===== src/rtl/debug_pipeline_controller.sv =====
// Debug sequencer for the MIPS pipeline: gates the stage enable for run/step/halt and streams
// a register-bank snapshot out as bytes over a ready/valid link toward the UART TX path.
module debug_pipeline_controller #(
    parameter int unsigned REGISTERS_BANK_SIZE = 32,
    parameter int unsigned BUS_SIZE            = 32,
    parameter int unsigned CYCLE_COUNTER_SIZE  = 32
) (
    input  logic                                      i_clk,
    input  logic                                      i_reset,
    input  logic                                      i_cmd_valid,
    input  logic [7:0]                                i_cmd,
    output logic                                      o_cmd_ready,
    input  logic                                      i_halt_detected,
    input  logic [REGISTERS_BANK_SIZE*BUS_SIZE-1:0]   i_registers_bank,
    output logic                                      o_pipeline_enable,
    output logic [7:0]                                o_tx_data,
    output logic                                      o_tx_valid,
    input  logic                                      i_tx_ready,
    output logic [CYCLE_COUNTER_SIZE-1:0]             o_cycle_count,
    output logic                                      o_busy
);

    localparam int unsigned BankW       = REGISTERS_BANK_SIZE * BUS_SIZE;
    localparam int unsigned BytesPerReg = BUS_SIZE / 8;
    localparam int unsigned NumBytes    = BankW / 8;
    localparam int unsigned IdxW        = (NumBytes > 1) ? $clog2(NumBytes) : 1;
    localparam logic [IdxW-1:0] LastIdx = IdxW'(NumBytes - 1);

    localparam logic [7:0] CmdRun  = 8'h43;
    localparam logic [7:0] CmdStep = 8'h53;
    localparam logic [7:0] CmdDump = 8'h44;
    localparam logic [7:0] CmdHalt = 8'h48;
    localparam logic [7:0] ErrByte = 8'hEE;

    typedef enum logic [2:0] {StIdle, StRun, StStep, StSnap, StSend, StErr} state_e;

    state_e                          state_q, state_d;
    logic                            enable_q, enable_d;
    logic                            tx_valid_q, tx_valid_d;
    logic [7:0]                      tx_data_q, tx_data_d;
    logic [CYCLE_COUNTER_SIZE-1:0]   count_q, count_d;
    logic [IdxW-1:0]                 idx_q, idx_d;
    logic [BankW-1:0]                snap_q, snap_d;
    logic                            cmd_fire, tx_fire;

    // Byte k: register k/BytesPerReg, most significant byte of each register first.
    function automatic logic [7:0] pick_byte(input logic [BankW-1:0] bank,
                                             input logic [IdxW-1:0] k);
        int unsigned r, b, off;
        logic [BankW-1:0] shifted;
        r       = 32'(k) / BytesPerReg;
        b       = 32'(k) % BytesPerReg;
        off     = r * BUS_SIZE + BUS_SIZE - 8 - 8 * b;
        shifted = bank >> off;
        return shifted[7:0];
    endfunction

    assign o_cmd_ready = (state_q == StIdle) || (state_q == StRun);
    assign o_busy      = (state_q != StIdle);
    assign cmd_fire    = i_cmd_valid && o_cmd_ready;
    assign tx_fire     = tx_valid_q && i_tx_ready;

    always_comb begin
        state_d    = state_q;
        tx_valid_d = tx_valid_q;
        tx_data_d  = tx_data_q;
        idx_d      = idx_q;
        snap_d     = snap_q;
        unique case (state_q)
            StIdle: begin
                if (cmd_fire) begin
                    case (i_cmd)
                        CmdRun:  state_d = StRun;
                        CmdStep: state_d = StStep;
                        CmdDump: state_d = StSnap;
                        CmdHalt: state_d = StIdle;
                        default: begin
                            state_d    = StErr;
                            tx_valid_d = 1'b1;
                            tx_data_d  = ErrByte;
                        end
                    endcase
                end
            end
            StRun: begin
                // A halt from the pipeline outranks a host halt: the dump must still happen.
                if (i_halt_detected) begin
                    state_d = StSnap;
                end else if (cmd_fire && (i_cmd == CmdHalt)) begin
                    state_d = StIdle;
                end
            end
            StStep: state_d = StSnap;
            StSnap: begin
                snap_d     = i_registers_bank;
                idx_d      = '0;
                tx_valid_d = 1'b1;
                tx_data_d  = pick_byte(i_registers_bank, '0);
                state_d    = StSend;
            end
            StSend: begin
                if (tx_fire) begin
                    if (idx_q == LastIdx) begin
                        tx_valid_d = 1'b0;
                        state_d    = StIdle;
                    end else begin
                        idx_d     = idx_q + IdxW'(1);
                        tx_data_d = pick_byte(snap_q, idx_q + IdxW'(1));
                    end
                end
            end
            StErr: begin
                if (tx_fire) begin
                    tx_valid_d = 1'b0;
                    state_d    = StIdle;
                end
            end
            default: state_d = StIdle;
        endcase
        enable_d = (state_d == StRun) || (state_d == StStep);
        count_d  = (enable_q && (count_q != '1)) ? count_q + CYCLE_COUNTER_SIZE'(1) : count_q;
    end

    always_ff @(posedge i_clk) begin
        if (i_reset) begin
            state_q    <= StIdle;
            enable_q   <= 1'b0;
            tx_valid_q <= 1'b0;
            tx_data_q  <= 8'h00;
            count_q    <= '0;
            idx_q      <= '0;
            snap_q     <= '0;
        end else begin
            state_q    <= state_d;
            enable_q   <= enable_d;
            tx_valid_q <= tx_valid_d;
            tx_data_q  <= tx_data_d;
            count_q    <= count_d;
            idx_q      <= idx_d;
            snap_q     <= snap_d;
        end
    end

    assign o_pipeline_enable = enable_q;
    assign o_tx_valid        = tx_valid_q;
    assign o_tx_data         = tx_data_q;
    assign o_cycle_count     = count_q;

endmodule


===== config.mk =====
export PLATFORM = sky130hd
export DESIGN_NAME = debug_pipeline_controller
export DESIGN_NICKNAME = d
export VERILOG_FILES = /design/src/rtl/debug_pipeline_controller.sv
export SDC_FILE = /design/constraint.sdc
export NUM_CORES = 2
export LEC_CHECK = 0
export BUFFER_PORTS_ARGS = -buffer_cell sky130_fd_sc_hd__buf_4
export CAP_MARGIN = 20
export CORE_AREA = 2 2 420 422
export DETAILED_ROUTE_END_ITERATION = 7
export DIE_AREA = 0 0 422 424
export GPL_TIMING_DRIVEN = 0
export PLACE_DENSITY = 0.48
export SLEW_MARGIN = 20
export SYNTH_ARGS = -nofsm -noshare
export SYNTH_HDL_FRONTEND = slang
export SYNTH_SLANG_ARGS = --single-unit

===== constraint.sdc =====
create_clock -name i_clk -period 5.47 [get_ports i_clk]
set_input_delay 0 -clock i_clk [delete_from_list [all_inputs] [get_ports i_clk]]
set_output_delay 0 -clock i_clk [all_outputs]
set_load 0.1 [all_outputs]

==> impl_metrics.ini <==
[clock_tree]
clkTransAtPathRegs_ns = 0.07
clock-sinks = 1076
clk_path_buf_depth = 3
cts_buffers = 119
cts_tree = done
post_cts_buffers = 0
clk_latency_ns = 0.76
root_buffer = clkbuf_16
htreeDepth = 3

[yosys]
yosysTopAreaCell = dfxtp_1
yosysSeqAreaShare_pct = 47.05
ys_ff_latch = 1076
netlist_area_sq_um = 45780
synth-main-ff-cell = dfxtp_1
netlist_top_cells_area = dfxtp_1 47%, nand2_1 18%, mux4_2 13%, a21oi_1 11%, clkbuf_1 3.2%
synth_top_area_share_pct = 47.05
async_reset_ff_share_pct = 0
yosys.cell_types.count = 69
avgSynthCellArea_sq_um = 8.396
synth_edf_count = 0
syn_nets = 6492
yosysWarnings = 0
postSynthCellCount = 5453

[place]
place_congestion = 0.9513
port_buffers = 1079
place_hpwl_mm = 225.4
dp.cells = 8891

[route]
ant_nets = 0
vias_per_cell = 5.047
wl_per_cell_microns = 28.79
drt_wl_total_mm = 293.8
first_iter_violations = 4888
dr.pass1.iters = 8
vias = 51500
drcViolationCount = 0

[global_route]
grt_pass1_wl_mm = 396.6
grt_use_total_pct = 31.64
gr-total-overflow = 0
antenna_found_initial = 52
grt_pass1_vias = 51790
grt_max_degree = 17

[power_and_ir_drop]
finalPower_mw = 19.41
p_int_mw = 14.23
p_sw_share_pct = 26.73
p_leak_nw = 25.79
clock_power_share_pct = 44.0
p_sw_mw = 5.189
seq_power_share_pct = 41.6
p_comb_share_pct = 14.4
vdd_ir_drop_max_mv = 0.2573
power_per_cell_area_nw_per_um2 = 268.8

[job]
cap_violations = 0

[critical_path]
critPathKind = reg2reg
cp.arrival_ns = 5.78
cp.required_ns = 6.06
cp-end-kind = flip-flop
startpoint_type = flip-flop
path_max_fanout = 10

[final_layout]
final_cells = 10210
area_growth_pct = 57.74
final_common_cell = nand2_1
fin_nets = 8780
final_cell_mix = 2207 x nand2_1, 1107 x buf_4, 1076 x dfxtp_1
drive_above_1_share_pct = 21.29

[timing]
tightest_slew_ns = 1.214
final.min_clock_period_ns = 5.198
clock_skew_ns = 0.02507
fin_setup_tns_ns = 0
finalSetupViolCount = 0
hold_viol = 0
rsz0062_at_grt = false
maxSlewHeadroom_pct = 19.07
clock.fmax_mhz = 192.4
drv_slew = 0
finalCritPeriodShare_pct = 95.04

[hold_path]
hold_class = in2reg

[floorplanning]
start_util_pct = 26.17
core_sq_um = 175000
row_count = 154
dieArea_sq_um = 178900
fp.dieH_microns = 424
die_x_microns = 422
ioPinCount = 1081

[run_status]
outcome = finished clean
## synth_stat cells, types with 6 or more instances
| cell | instances |
|---|---|
| o21ai_0 | 20 |
| inv_1 | 12 |
| buf_4 | 27 |
| a211oi_1 | 6 |
| xor2_1 | 20 |
| mux4_2 | 268 |
| nand3_1 | 49 |
| and4_1 | 6 |
| and3_1 | 16 |
| mux2i_1 | 28 |
| xnor2_1 | 14 |
| nor2_1 | 62 |
| dfxtp_1 | 1076 |
| nand4_1 | 22 |
| a31oi_1 | 12 |
| and2_1 | 7 |
| nand2_1 | 2207 |
| a311oi_1 | 12 |
| or3_1 | 6 |
| a21oi_1 | 1051 |
| buf_2 | 20 |
| a32oi_1 | 10 |
| nor3_1 | 13 |
| clkbuf_1 | 385 |
| buf_6 | 14 |
## power groups by stage
| stage | Sequential [mW] | Combinational, mW | Clock (mW) |
|---|---|---|---|
| after CTS | 8.08 | 2.76 | 8.62 |
| after global placement | 8.25 | 2.07 | 0 |
| after floorplan | 8.34 | 0.679 | 0 |
| after detailed placement | 8.25 | 2.10 | 0 |
| final | 8.08 | 2.79 | 8.54 |
| after global routing | 8.09 | 2.90 | 8.91 |
## sequential cells by signal (all words and copies together), names as in the netlist
signal and count:
o_cycle_count 32, o_tx_valid 1, o_tx_data 8, snap_q 1024
o_pipeline_enable 1, state_q 3, idx_q 7
## per-layer routing
metal	global-route usage, %	vias to the layer above	share of wire, %
li1	-	23100	-
met1	37.78	25340	39
met2	53.74	2389	48
met3	5.444	661	6.7
met4	17.81	20	6.4
met5	0	-	0.039
## area by class of cell
| type | count | area (sq um) |
|---|---|---|
| fill | 17530 | 102700 |
| buffer | 449 | 1953 |
| sequential | 1076 | 21540 |
| multi-input combinational | 3916 | 22320 |
| clock buffer | 177 | 3526 |
| inverter | 12 | 45.04 |
| tap | 2340 | 2928 |
| timing repair buffer | 2167 | 19300 |
| clock inverter | 41 | 546.8 |
| antenna | 27 | 67.56 |
## logic make-up (layout without fill, tap and decap cells)
kind of cell             count (synthesis)  after routing  share of synthesized area, %
other                                    0             27                             0
buffers and inverters                  461           2846                         4.285
AO/OA/AOI/OAI                         1160           1160                         13.33
XOR/XNOR                                35             35                        0.6860
adder cells (fa/ha/maj)                  2              2                       0.05465
AND/OR/NAND/NOR                       2416           2416                         20.56
flip-flops                            1076           1076                         47.05
multiplexers                           303            303                         14.03
## worst max-delay path, stage by stage, from the launching register on
cell      delay, ns
dfxtp_1        0.37
ha_1           0.58
buf_2          0.49
buf_4          0.48
clkbuf_2       0.52
buf_2          0.88
mux4_2         0.47
mux2i_1        0.21
a32oi_1        0.18
a41oi_1        0.64
a211oi_1       0.15
## path summary, 6_finish.rpt
check | start | endpoint | slack (ns) | depth (start not counted)
worst min register to register | snap_q[590] | snap_q[590] | 0.45 | 2
worst min-delay path | i_registers_bank[452] | snap_q[452] | 0.05 | 4
worst max-delay path | idx_q[1] | o_tx_data[4] | 0.27 | 10
worst max register to register | idx_q[1] | o_tx_data[4] | 0.27 | 10
## stage by stage
stage | util [%] | worst slack, ns | cell area [sq um] | hold slack [ns]
after floorplan | - | 2.579 | 45780 | 0.1360
after CTS | 41.23 | 0.2675 | 72140 | 0.0002997
after global placement | 32.47 | -0.9453 | 56810 | 0.2513
after global routing | 41.27 | 0.2562 | 72200 | 0.05129
after detailed placement | 32.79 | -0.3375 | 57360 | 0.2582
final | 41.28 | 0.2715 | 72220 | 0.05122
## timing repair
item,CTS,global route
endpoints found under the hold margin,1038,0
resized for setup,2,0
endpoints found under the setup margin,1,0
hold buffers,1069,0
Power figures use the tool's default switching activity.
